<file path="src/rtl/ram_bus_pkg.sv">
// -----------------------------------------------------------------------------
// ram_bus_pkg
// Shared definitions for the CPU-side RAM port-A adapter and its load path.
//  - access size / read / write type encodings (RT_*, WT_*, RT_SIGNED bit)
//  - adapter state encoding (IDLE / RD_WAIT / RD_DONE)
//  - RAM column geometry (NUM_COL x COL_WIDTH)
//  - helper functions: alignment test, column-enable mask, store-lane replication
// -----------------------------------------------------------------------------
package ram_bus_pkg;

    localparam int NUM_COL    = 4;
    localparam int COL_WIDTH  = 8;
    localparam int DATA_WIDTH = NUM_COL * COL_WIDTH;

    // read_type[1:0] size encoding; read_type[RT_SIGNED] selects sign extension
    localparam logic [1:0] RT_NONE = 2'b00;
    localparam logic [1:0] RT_B    = 2'b01;
    localparam logic [1:0] RT_H    = 2'b10;
    localparam logic [1:0] RT_W    = 2'b11;
    localparam int         RT_SIGNED = 2;

    // write_type size encoding (same size code as reads)
    localparam logic [1:0] WT_NONE = 2'b00;
    localparam logic [1:0] WT_B    = 2'b01;
    localparam logic [1:0] WT_H    = 2'b10;
    localparam logic [1:0] WT_W    = 2'b11;

    typedef enum logic [1:0] {
        IDLE    = 2'b00,
        RD_WAIT = 2'b01,
        RD_DONE = 2'b10
    } state_e;

    // Natural alignment: halves on even bytes, words on word boundaries.
    function automatic logic size_aligned(input logic [1:0] size, input logic [1:0] offset);
        logic ok;
        case (size)
            RT_H:    ok = (offset[0] == 1'b0);
            RT_W:    ok = (offset == 2'b00);
            default: ok = 1'b1;
        endcase
        return ok;
    endfunction

    // Column write enables for a store of the given size at the given byte offset.
    function automatic logic [NUM_COL-1:0] col_mask(input logic [1:0] size, input logic [1:0] offset);
        logic [NUM_COL-1:0] m;
        case (size)
            WT_B:    m = 4'b0001 << offset;
            WT_H:    m = 4'b0011 << offset;
            WT_W:    m = 4'b1111;
            default: m = 4'b0000;
        endcase
        return m;
    endfunction

    // Right-aligned store data copied into every lane so the column enables
    // alone pick the destination bytes.
    function automatic logic [DATA_WIDTH-1:0] lane_replicate(input logic [1:0] size,
                                                              input logic [DATA_WIDTH-1:0] data);
        logic [DATA_WIDTH-1:0] r;
        case (size)
            WT_B:    r = {4{data[7:0]}};
            WT_H:    r = {2{data[15:0]}};
            default: r = data;
        endcase
        return r;
    endfunction

endpackage

</file>
<file path="src/rtl/ram_bus_adapter_if.sv">
// -----------------------------------------------------------------------------
// ram_bus_adapter_if
// Bundles the CPU request/response signals and the RAM port-A signals seen by
// ram_bus_adapter.
//  slave  : the adapter's view (requests and ram_dout in; responses and RAM
//           controls out)
//  master : the requester/RAM environment's view (mirror image)
// Signals:
//  addr[ADDR_WIDTH+1:0] byte address, read_type[2:0], write_type[1:0],
//  data_in[31:0], data_out[31:0], data_ready, busy, misaligned,
//  ram_we[3:0], ram_addr[ADDR_WIDTH-1:0], ram_din[31:0], ram_dout[31:0]
// -----------------------------------------------------------------------------
interface ram_bus_adapter_if #(
    parameter int ADDR_WIDTH = 12
) ();
    import ram_bus_pkg::*;

    logic [ADDR_WIDTH+1:0]   addr;
    logic [2:0]              read_type;
    logic [1:0]              write_type;
    logic [DATA_WIDTH-1:0]   data_in;
    logic [DATA_WIDTH-1:0]   data_out;
    logic                    data_ready;
    logic                    busy;
    logic                    misaligned;
    logic [NUM_COL-1:0]      ram_we;
    logic [ADDR_WIDTH-1:0]   ram_addr;
    logic [DATA_WIDTH-1:0]   ram_din;
    logic [DATA_WIDTH-1:0]   ram_dout;

    modport slave (
        input  addr, read_type, write_type, data_in, ram_dout,
        output data_out, data_ready, busy, misaligned, ram_we, ram_addr, ram_din
    );

    modport master (
        output addr, read_type, write_type, data_in, ram_dout,
        input  data_out, data_ready, busy, misaligned, ram_we, ram_addr, ram_din
    );

endinterface

</file>
<file path="src/rtl/ram_load_extend.sv">
// -----------------------------------------------------------------------------
// ram_load_extend
// Combinational load-result formatter: picks the addressed byte/half lane out
// of a 32-bit word and zero- or sign-extends it to 32 bits.
// Ports:
//  word      in  32  raw word read from memory/peripheral
//  offset    in  2   byte offset of the access within the word
//  read_type in  3   [1:0] size (none/byte/half/word), [2] sign-extend
//  value     out 32  extended result (0 for size none)
// -----------------------------------------------------------------------------
module ram_load_extend
    import ram_bus_pkg::*;
(
    input  logic [DATA_WIDTH-1:0] word,
    input  logic [1:0]            offset,
    input  logic [2:0]            read_type,
    output logic [DATA_WIDTH-1:0] value
);

    logic [DATA_WIDTH-1:0] shifted_s;
    logic                  sign_en_s;

    // Bring the addressed lane down to bit 0; word accesses are aligned so the
    // shift is zero for them.
    assign shifted_s = word >> {offset, 3'b000};
    assign sign_en_s = read_type[RT_SIGNED];

    // Size select and sign/zero fill.
    always_comb begin
        value = 32'h0000_0000;
        case (read_type[1:0])
            RT_B:    value = {{24{sign_en_s & shifted_s[7]}},  shifted_s[7:0]};
            RT_H:    value = {{16{sign_en_s & shifted_s[15]}}, shifted_s[15:0]};
            RT_W:    value = shifted_s;
            default: value = 32'h0000_0000;
        endcase
    end

endmodule

</file>
<file path="src/rtl/ram_bus_adapter.sv">
// -----------------------------------------------------------------------------
// ram_bus_adapter
// CPU-side front end of the byte-enabled dual-port RAM, port A.
//  - Stores complete in the request cycle: column enables and lane-replicated
//    data are driven combinationally.
//  - Loads present the word address, wait one cycle for the RAM's registered
//    read, then register the lane-extracted, extended result (data_ready two
//    cycles after the request).
//  - Misaligned requests are rejected with a one-cycle misaligned pulse.
// Ports:
//  clk, rst_n (async active-low)
//  bus (ram_bus_adapter_if.slave): addr, read_type, write_type, data_in,
//      data_out, data_ready, busy, misaligned, ram_we, ram_addr, ram_din, ram_dout
// -----------------------------------------------------------------------------
module ram_bus_adapter
    import ram_bus_pkg::*;
#(
    parameter int ADDR_WIDTH = 12
) (
    input  logic                clk,
    input  logic                rst_n,
    ram_bus_adapter_if.slave    bus
);

    state_e                state_r;
    state_e                state_next_s;
    logic [NUM_COL-1:0]    ram_we_s;
    logic                  load_start_s;
    logic                  capture_s;
    logic                  misalign_s;

    logic [1:0]            off_r;
    logic [2:0]            rt_r;
    logic [DATA_WIDTH-1:0] data_out_r;
    logic                  data_ready_r;
    logic                  busy_r;
    logic                  misaligned_r;
    logic [DATA_WIDTH-1:0] ext_s;

    // Lane select and extension of the word returned by the RAM, using the
    // offset and type captured when the load was accepted.
    ram_load_extend u_extend (
        .word      (bus.ram_dout),
        .offset    (off_r),
        .read_type (rt_r),
        .value     (ext_s)
    );

    // State register.
    always_ff @(posedge clk or negedge rst_n) begin
        if (!rst_n) begin
            state_r <= IDLE;
        end else begin
            state_r <= state_next_s;
        end
    end

    // Next-state and request decode; a store always beats a simultaneous load.
    always_comb begin
        state_next_s = state_r;
        ram_we_s     = 4'b0000;
        load_start_s = 1'b0;
        capture_s    = 1'b0;
        misalign_s   = 1'b0;
        case (state_r)
            IDLE: begin
                if (bus.write_type != WT_NONE) begin
                    if (size_aligned(bus.write_type, bus.addr[1:0])) begin
                        ram_we_s = col_mask(bus.write_type, bus.addr[1:0]);
                    end else begin
                        misalign_s = 1'b1;
                    end
                end else if (bus.read_type[1:0] != RT_NONE) begin
                    if (size_aligned(bus.read_type[1:0], bus.addr[1:0])) begin
                        load_start_s = 1'b1;
                        state_next_s = RD_WAIT;
                    end else begin
                        misalign_s = 1'b1;
                    end
                end else begin
                    state_next_s = IDLE;
                end
            end
            RD_WAIT: begin
                capture_s    = 1'b1;
                state_next_s = RD_DONE;
            end
            RD_DONE: begin
                state_next_s = IDLE;
            end
            default: begin
                state_next_s = IDLE;
            end
        endcase
    end

    // Load context capture, result register and registered status flags.
    always_ff @(posedge clk or negedge rst_n) begin
        if (!rst_n) begin
            off_r        <= 2'b00;
            rt_r         <= 3'b000;
            data_out_r   <= 32'h0000_0000;
            data_ready_r <= 1'b0;
            busy_r       <= 1'b0;
            misaligned_r <= 1'b0;
        end else begin
            busy_r       <= load_start_s;
            data_ready_r <= capture_s;
            misaligned_r <= misalign_s;
            if (load_start_s) begin
                off_r <= bus.addr[1:0];
                rt_r  <= bus.read_type;
            end
            if (capture_s) begin
                data_out_r <= ext_s;
            end
        end
    end

    // Column enables are gated by reset so nothing is written while rst_n is low.
    assign bus.ram_we     = rst_n ? ram_we_s : 4'b0000;
    assign bus.ram_addr   = bus.addr[ADDR_WIDTH+1:2];
    assign bus.ram_din    = lane_replicate(bus.write_type, bus.data_in);

    assign bus.data_out   = data_out_r;
    assign bus.data_ready = data_ready_r;
    assign bus.busy       = busy_r;
    assign bus.misaligned = misaligned_r;

endmodule
</file>
<file path="src/flat_wrapper.sv">
// flat-port wrapper written by rule: the top's interface ports become plain ports
module ram_bus_adapter_flat import ram_bus_pkg::*;
#(
    parameter int ADDR_WIDTH = 12
)
  (clk, rst_n, bus_addr, bus_read_type, bus_write_type, bus_data_in, bus_ram_dout, bus_data_out, bus_data_ready, bus_busy, bus_misaligned, bus_ram_we, bus_ram_addr, bus_ram_din);
  ram_bus_adapter_if #(.ADDR_WIDTH(ADDR_WIDTH)) bus_i ();
  input  logic clk;
  input  logic rst_n;
  input wire logic [$bits(bus_i.addr)-1:0] bus_addr;
  input wire logic [$bits(bus_i.read_type)-1:0] bus_read_type;
  input wire logic [$bits(bus_i.write_type)-1:0] bus_write_type;
  input wire logic [$bits(bus_i.data_in)-1:0] bus_data_in;
  input wire logic [$bits(bus_i.ram_dout)-1:0] bus_ram_dout;
  output wire logic [$bits(bus_i.data_out)-1:0] bus_data_out;
  output wire logic [$bits(bus_i.data_ready)-1:0] bus_data_ready;
  output wire logic [$bits(bus_i.busy)-1:0] bus_busy;
  output wire logic [$bits(bus_i.misaligned)-1:0] bus_misaligned;
  output wire logic [$bits(bus_i.ram_we)-1:0] bus_ram_we;
  output wire logic [$bits(bus_i.ram_addr)-1:0] bus_ram_addr;
  output wire logic [$bits(bus_i.ram_din)-1:0] bus_ram_din;
  assign bus_i.addr = bus_addr;
  assign bus_i.read_type = bus_read_type;
  assign bus_i.write_type = bus_write_type;
  assign bus_i.data_in = bus_data_in;
  assign bus_i.ram_dout = bus_ram_dout;
  assign bus_data_out = bus_i.data_out;
  assign bus_data_ready = bus_i.data_ready;
  assign bus_busy = bus_i.busy;
  assign bus_misaligned = bus_i.misaligned;
  assign bus_ram_we = bus_i.ram_we;
  assign bus_ram_addr = bus_i.ram_addr;
  assign bus_ram_din = bus_i.ram_din;
  ram_bus_adapter #(.ADDR_WIDTH(ADDR_WIDTH)) u_core (.clk(clk), .rst_n(rst_n), .bus(bus_i));
endmodule
</file>
<file path="config.mk">
export PLATFORM = sky130hd
export DESIGN_NAME = ram_bus_adapter_flat
export DESIGN_NICKNAME = d
export VERILOG_FILES = /design/src/rtl/ram_bus_pkg.sv /design/src/rtl/ram_bus_adapter_if.sv /design/src/rtl/ram_load_extend.sv /design/src/rtl/ram_bus_adapter.sv /design/src/flat_wrapper.sv
export SDC_FILE = /design/constraint.sdc
export NUM_CORES = 1
export LEC_CHECK = 0
export ABC_AREA = 1
export CELL_PAD_IN_SITES_DETAIL_PLACEMENT = 0
export CELL_PAD_IN_SITES_GLOBAL_PLACEMENT = 1
export CORE_MARGIN = 2
export CORE_UTILIZATION = 28
export DETAILED_ROUTE_END_ITERATION = 6
export PLACE_DENSITY = 0.94
export REMOVE_ABC_BUFFERS = 1
export SLEW_MARGIN = 20
export SYNTH_ARGS = -nofsm -noshare
export SYNTH_HDL_FRONTEND = slang
export SYNTH_SLANG_ARGS = --single-unit
</file>
<file path="constraint.sdc">
create_clock -name clk -period 2.8 [get_ports clk]
set_input_delay 0.28 -clock clk [delete_from_list [all_inputs] [get_ports clk]]
set_output_delay 0.28 -clock clk [all_outputs]
set_load 0.01 [all_outputs]
</file>
; Word-level counts from Yosys, hierarchy flattened
; Index checks and enable logic that the tools add are counted.
[word_totals]
word_cells = 57
output_inout_bits = 83
regBits = 42
input_bits = 85
[classes]
n_eq_ne = 11
n_shift = 3
n_reduce_logical = 5
n_mux = 28
bitwise = 3
[ops]
columns = op, n
row1 = 32-bit case mux with 3 select lines, 1
row2 = 32-bit case mux with 2 select lines, 1
row3 = 32-bit by 5-bit right shift with 32-bit output, 1
row4 = 4-bit two-way mux, 4
row5 = 1-bit two-way mux, 15
row6 = 2-bit == test (second input constant), 6
row7 = 4-bit case mux with 3 select lines, 1
row8 = 2-bit by 1-bit == test with 1-bit output (second input constant), 3
row9 = 2-bit two-way mux, 3
row10 = 2-bit logical NOT, 2
row11 = 1-bit case mux with 2 select lines, 2
row12 = 2-bit case mux with 2 select lines, 1
row13 = 2-bit nonzero test, 2
row14 = 1-bit by 2-bit << shifter with 4-bit output (first input constant), 1
row15 = 2-bit by 2-bit << shifter with 4-bit output (first input constant), 1
row16 = 3-bit inequality test (second input constant), 1
row17 = 1-bit bitwise AND, 2
row18 = 2-bit inequality test (second input constant), 1
row19 = 2-bit AND reduction, 1
row20 = 1-bit NOT, 1

; Logic depth before layout (Yosys ltp)
; Gate-level depths: netlist (run 1).
[logic_depth]
ltp_word = 9
mapped_depth = 9
mapped_depth_nobuf = 7

; Modules after synthesis
; Synthesis (run 1) repeated with hierarchy kept, for this count alone.
[unflattened]
hier_cells = 497
hier_area_um2 = 3274.4
[modules_own_cells]
columns = module, seq_area_each_um2, n_inst, cells_per_inst, area_each_um2
row1 = ram_bus_adapter, 1051.0, 1, 313, 2349.8
row2 = ram_load_extend, 0.0, 1, 184, 924.6

; Worst setup path after synthesis (run 1)
; Ideal clock, no wire load.
[synth_path]
path_type = input-to-output
from = in bus_write_type[0]
to = out bus_ram_din[10]
path_stages = 5
t_required_ps = 2520
setup_slack_ps = 1263
t_arrival_ps = 1257
path_buffers = 2
path_cell_list = inv_1 ha_1 buf_2 buf_1 o21ai_0
[synth_between]
elab_chain_len = 2
word_cells_on_any_way = 3
cone_classes = eq/ne (2) / mux (1)
[synth_lines]
columns = item, line_no
row1 = start: declaration, flat_wrapper.sv:12  ; input wire logic [$bits(bus_i.write_type)-1:0] bus_write_type;
row2 = 2-bit == test / 2-bit by 1-bit == test with 1-bit output (equally long branches), ram_bus_pkg.sv:62  ; case (size)
row3 = 32-bit case mux with 2 select lines (*), ram_bus_pkg.sv:62
row4 = end: declaration, flat_wrapper.sv:21  ; output wire logic [$bits(bus_i.ram_din)-1:0] bus_ram_din;
; Every way passes the cells marked *; elsewhere a longest branch is shown, timed or not.

; Final worst setup path (run 1)
[layout_path]
from = in bus_write_type[0]
to = out bus_ram_din[24]
; Same word-level chain as after synthesis.

==> results.toml, run 1 <==
[floorplan]
row_count = 37
coreArea_um2 = 10400
initial_core_util = 0.291
die_w_um = 108
die-area_um2 = 11700
die_height_um = 108
io_pins = 168

[critical_path]
worstPathMaxFanout = 9
start_kind = "input port"
end_kind = "output port"
path_class = "in2out"
worstPathArrival_ps = 2410
critPathRequiredTime_ps = 2520

[power_and_ir_drop]
p_clk_frac = 0.149
p_int_mw = 1.57
combPwrFrac = 0.498
p_seq_frac = 0.353
net-switching-power_uw = 955
vdd_drop_max_uv = 267
powerDensity_nw_per_um2 = 569
leakagePower_nw = 2.21
p_sw_frac = 0.378

[grt]
grt_pass1_wl_um = 15500
grt_max_degree = 43
antenna_found_initial = 0
grt_usage = 0.167
grt_pass1_vias = 3263
grt_overflow = 0

[timing]
finalSetupTns_ps = 0
finalWorstSetupSlack_ps = 107
post-route-min-period_ps = 2690
fin_crit_sh = 0.962
slew_headroom = 0.335
maxClockFrequency_ghz = 0.371
finalHoldViolations = 0
finClkSkew_ps = 12.4
rsz0062_at_grt = "false"
tightest_slew_ps = 997
drv_slew = 0
setup_viol = 0

[place]
portBuffers = 143
placed_cells = 693
dpl_worst_slack_ps = 128
dp_hpwl_um = 7380
gp_congestion = 0.929

[logic_synthesis]
ys_seq_area_frac = 0.347
synthTopCellsByArea = "dfrtp_1, nand2_1, inv_1, nand3_1, buf_4"
async_flop_share = 1.00
yosysMostFrequentCell = "nand2_1"
synth-edff-count = 0
synth_cell_types = 30
syn_area_um2 = 3030
ys.flop_type = "dfrtp_1"
yosysTopAreaCell = "dfrtp_1"
synth.yosys.warnings = 0
synth_top_cell_area_share = 0.347
ys_seq_elements = 42
avgSynthCellArea_um2 = 6.70
syn_inst = 453
netlist_top_cells_count = "nand2_1, inv_1, dfrtp_1, nand3_1, o21ai_0"

[cts]
cts_setup_buffers = 0
cts_resized = 0
cts.path.max_buffers = 2
cts.sinks = 42
clkTransAtPathRegs_ps = 90
cts_tree = "yes"
ctsHoldBuffers = 0
htree_num_levels = 2
cts_buffers = 5
clkLatencyLatePin_ps = 300
clock-root-buffer = "clkbuf_8"

[flow_run]
drv_cap = 0

[detailed_routing]
drtIter0Drc = 148
vias = 3360
viasPerCell = 4.80
drc = 0
wire_per_inst_um = 14.2
drtPass1Iterations = 4
wl_um = 9930
postRouteAntennaNets = 0

[layout]
nets = 654
final_layout_size_suffix_gt1_frac = 0.0479
area_growth_pct = 46.5
fin_cells = 700
antenna_cells = 0

[outcome]
outcome = "finished, final reports clean"

[worst_hold_path]
holdCritPathClass = "in2async"
==> cell families (layout without fill, tap and decap cells) <==
group / Yosys count / after routing / share of synthesized area
AO/OA/AOI/OAI: 76 / 76 / 0.146
adder cells (fa/ha/maj): 5 / 5 / 0.0206
buffers and inverters: 100 / 211 / 0.172
flip-flops: 42 / 42 / 0.347
AND/OR/NAND/NOR: 230 / 230 / 0.316
==> area by class of cell <==
type / instances / area [um^2]
Tap cell: 136 / 170
Multi-Input combinational cell: 311 / 1460
Clock buffer: 5 / 68.8
Inverter: 56 / 219
Sequential cell: 42 / 1050
Clock inverter: 2 / 10.0
Fill cell: 1096 / 5970
Timing Repair Buffer: 148 / 1460
==> stage by stage <==
step	area, um^2	hold slack, ps	power, mW	util
after floorplan	2730	-15.6	1.47	-
after global placement	4360	451	2.14	0.419
after detailed placement	4360	459	2.17	0.419
after CTS	4440	147	2.56	0.426
after global routing	4440	179	2.73	0.427
final	4440	120	2.53	0.427
==> path summary, 6_finish.rpt <==
check	depth (start not counted)	slack, ps	end	start
max reg2reg	6	860	u_core.bus.data_out[20]$_DFFE_PN0P_	u_core.off_r[1]$_DFFE_PN0P_
max	8	110	bus_ram_din[24]	bus_write_type[0]
min	2	120	u_core.bus.data_out[29]$_DFFE_PN0P_	rst_n
min in group clk	1	470	u_core.state_r[1]$_DFFE_PN0P_	u_core.state_r[1]$_DFFE_PN0P_
min reg2reg	1	470	u_core.state_r[1]$_DFFE_PN0P_	u_core.state_r[1]$_DFFE_PN0P_
max in group asynchronous	2	2300	u_core.bus.misaligned$_DFF_PN0_	rst_n
==> worst max-delay path, stage by stage <==
cell	delay, ps
clkdlybuf4s50_1	460
inv_1	130
ha_1	270
clkinvlp_4	220
o22ai_1	190
nand2_1	90
o21ai_0	150
clkdlybuf4s50_1	610
==> power groups by stage <==
stage / Sequential [mW] / Clock, mW / Combinational (mW)
final: 0.894 / 0.377 / 1.26
after global routing: 0.918 / 0.424 / 1.39
after CTS: 0.894 / 0.395 / 1.27
after detailed placement: 0.905 / 0 / 1.26
after global placement: 0.896 / 0 / 1.25
after floorplan: 0.974 / 0 / 0.496
==> flip-flops by register name, summed over array words and instances (netlist names) <==
name	count
u_core.bus.data_out	32
u_core.state_r	2
u_core.rt_r	3
u_core.bus.misaligned	1
u_core.off_r	2
u_core.bus.data_ready	1
u_core.bus.busy	1
==> layout by cell type (no fill, tap or decap), types with 2 or more instances in the layout <==
cell type	instances
nand3_2	2
ha_1	5
buf_4	5
o22ai_1	16
dfrtp_1	42
clkbuf_8	5
a31oi_1	3
nor2_1	12
o21ai_1	9
o21ai_2	3
a21oi_1	5
nand3_1	38
o21ai_0	33
clkinv_2	2
nand2_1	171
inv_1	53
clkdlybuf4s50_1	142
o211ai_1	6
==> metal layers <==
layer	vias to the layer above	global-route usage	wire length (um)
li1	1630	-	-
met2	183	0.285	4580
met1	1530	0.201	4050
met5	-	0	0
met4	0	0.0522	252
met3	17	0.0518	1050
(Power assumes the default switching activity.)
==> inputs of run 2 (changes only) <==
Settings changed: CAP_MARGIN from default to 15, PLACE_DENSITY 0.94 to 0.95.
==> results.toml, run 2 (same netlist as run 1, synthesis figures left out) <==
[layout]
final_cell_mix = "nand2_1, clkdlybuf4s50_1, inv_1"
area_growth_pct = 48.0
fin_cells = 702
final_common_cell = "nand2_1"
nets = 655
largest_reg_flops = 32
final_layout_size_suffix_gt1_frac = 0.0530
antenna_cells = 0

[floorplan]
coreArea_um2 = 10400
die-area_um2 = 11700
io_pins = 168
die_w_um = 108
row_count = 37
initial_core_util = 0.291
die_height_um = 108

[critical_path]
r2r_start = "u_core.state_r[1]$_DFFE_PN0P_"
worstPathCellList = "clkdlybuf4s50_1 -> inv_1 -> ha_1 -> o211ai_1 -> nand4_1 -> nor2_1 -> clkdlybuf4s50_1"
critPathRequiredTime_ps = 2520
end_kind = "output port"
crit_start = "bus_write_type[0]"
worstPathArrival_ps = 2290
cp_num_buf_inv = 3
cpLargestDelayFamily = "buffers and inverters"
start_kind = "input port"
crit_path_frequent_cell = "clkdlybuf4s50_1"
critPathMaxStageDelay_ps = 560
path_class = "in2out"
slowest_stage = "clkdlybuf4s50_1"
worstPathMaxFanout = 4

[grt]
grt_pass1_vias = 3338
grt_pass1_wl_um = 15900
grt_max_degree = 43
grt_overflow = 0
grt_usage = 0.171
antenna_found_initial = 0

[detailed_routing]
viasPerCell = 4.79
wl_um = 9960
drtIter0Drc = 158
wire_per_inst_um = 14.2
drc = 0
postRouteAntennaNets = 0
drtPass1Iterations = 4
vias = 3365

[timing]
rsz0062_at_grt = "false"
fin_crit_sh = 0.918
post-route-min-period_ps = 2570
setup_viol = 0
finalWorstSetupSlack_ps = 228
finalHoldViolations = 0
finalSetupTns_ps = 0
maxClockFrequency_ghz = 0.389
finClkSkew_ps = 13.7
drv_slew = 0
slew_headroom = 0.317
tightest_slew_ps = 1020

[cts]
cts_resized = 0
clock-root-buffer = "clkbuf_8"
cts_setup_buffers = 0
cts_tree = "yes"
cts.path.max_buffers = 2
cts_buffers = 5
ctsHoldBuffers = 0
clkTransAtPathRegs_ps = 90
clkLatencyLatePin_ps = 300
htree_num_levels = 2
cts.sinks = 42

[place]
gp_congestion = 0.920
placed_cells = 694
dpl_worst_slack_ps = 123
dp_hpwl_um = 7440
portBuffers = 143

[outcome]
outcome = "finished, final reports clean"

[power_and_ir_drop]
vdd_drop_max_uv = 262
powerDensity_nw_per_um2 = 589
leakagePower_nw = 2.22

[flow_run]
drv_cap = 0

[worst_hold_path]
holdCritPathClass = "in2async"
run 2: changes by cell type in the layout (fill, tap and decap cells not counted), sizes merged:
cell / delta
clkinv: -2
buf: +1
bufinv: +1
clkbuf: +1
clkinvlp: +1
run 2: final timing paths:
| check | end | slack [ps] | depth (start not counted) |
|---|---|---|---|
| worst max-delay path | bus_ram_we[3] | 230 | 7 |
| worst min-delay path | u_core.bus.data_out[5]$_DFFE_PN0P_ | 110 | 2 |
| worst max register to register | u_core.bus.data_out[7]$_DFFE_PN0P_ | 920 | 4 |
| worst min register to register | u_core.state_r[1]$_DFFE_PN0P_ | 470 | 1 |
| max in group asynchronous | u_core.bus.data_out[15]$_DFFE_PN0P_ | 2320 | 2 |
| min in group clk | u_core.state_r[1]$_DFFE_PN0P_ | 470 | 1 |
run 2: area by class of cell:
type | instances | area (um^2)
inverters | 56 | 219
well taps | 136 | 170
multi-input cells | 311 | 1470
repair buffers | 149 | 1470
flip-flops and latches | 42 | 1050
clock inverters | 2 | 37.5
clock buffers | 6 | 72.6
fillers | 1093 | 5930
run 2: where the power goes:
group / switching (mW) / internal [mW]
clock: 0.224 / 0.266
combinational: 0.623 / 0.635
sequential: 0.122 / 0.775
run 2: routing by layer:
metal | wire length (um) | track usage | vias up
li1 | - | - | 1640
met1 | 4120 | 0.203 | 1526
met2 | 4410 | 0.284 | 184
met3 | 1150 | 0.0536 | 15
met4 | 277 | 0.0742 | 0
met5 | 0 | 0 | -
run 2: through the flow:
step	hold slack [ps]	power [mW]	util	cell area, um^2
3_5_place_dp	464	2.17	0.419	4370
4_1_cts	136	2.67	0.430	4480
2_1_floorplan	-15.6	1.47	-	2730
5_1_grt	163	2.84	0.431	4490
3_3_place_gp	449	2.15	0.419	4370
6_report	113	2.65	0.431	4490
==> inputs of run 3 (changes only) <==
Settings changed: CAP_MARGIN 15 to default.
==> results of run 3 <==
No change in the layout: final DEF, timing and power equal those of run 2.
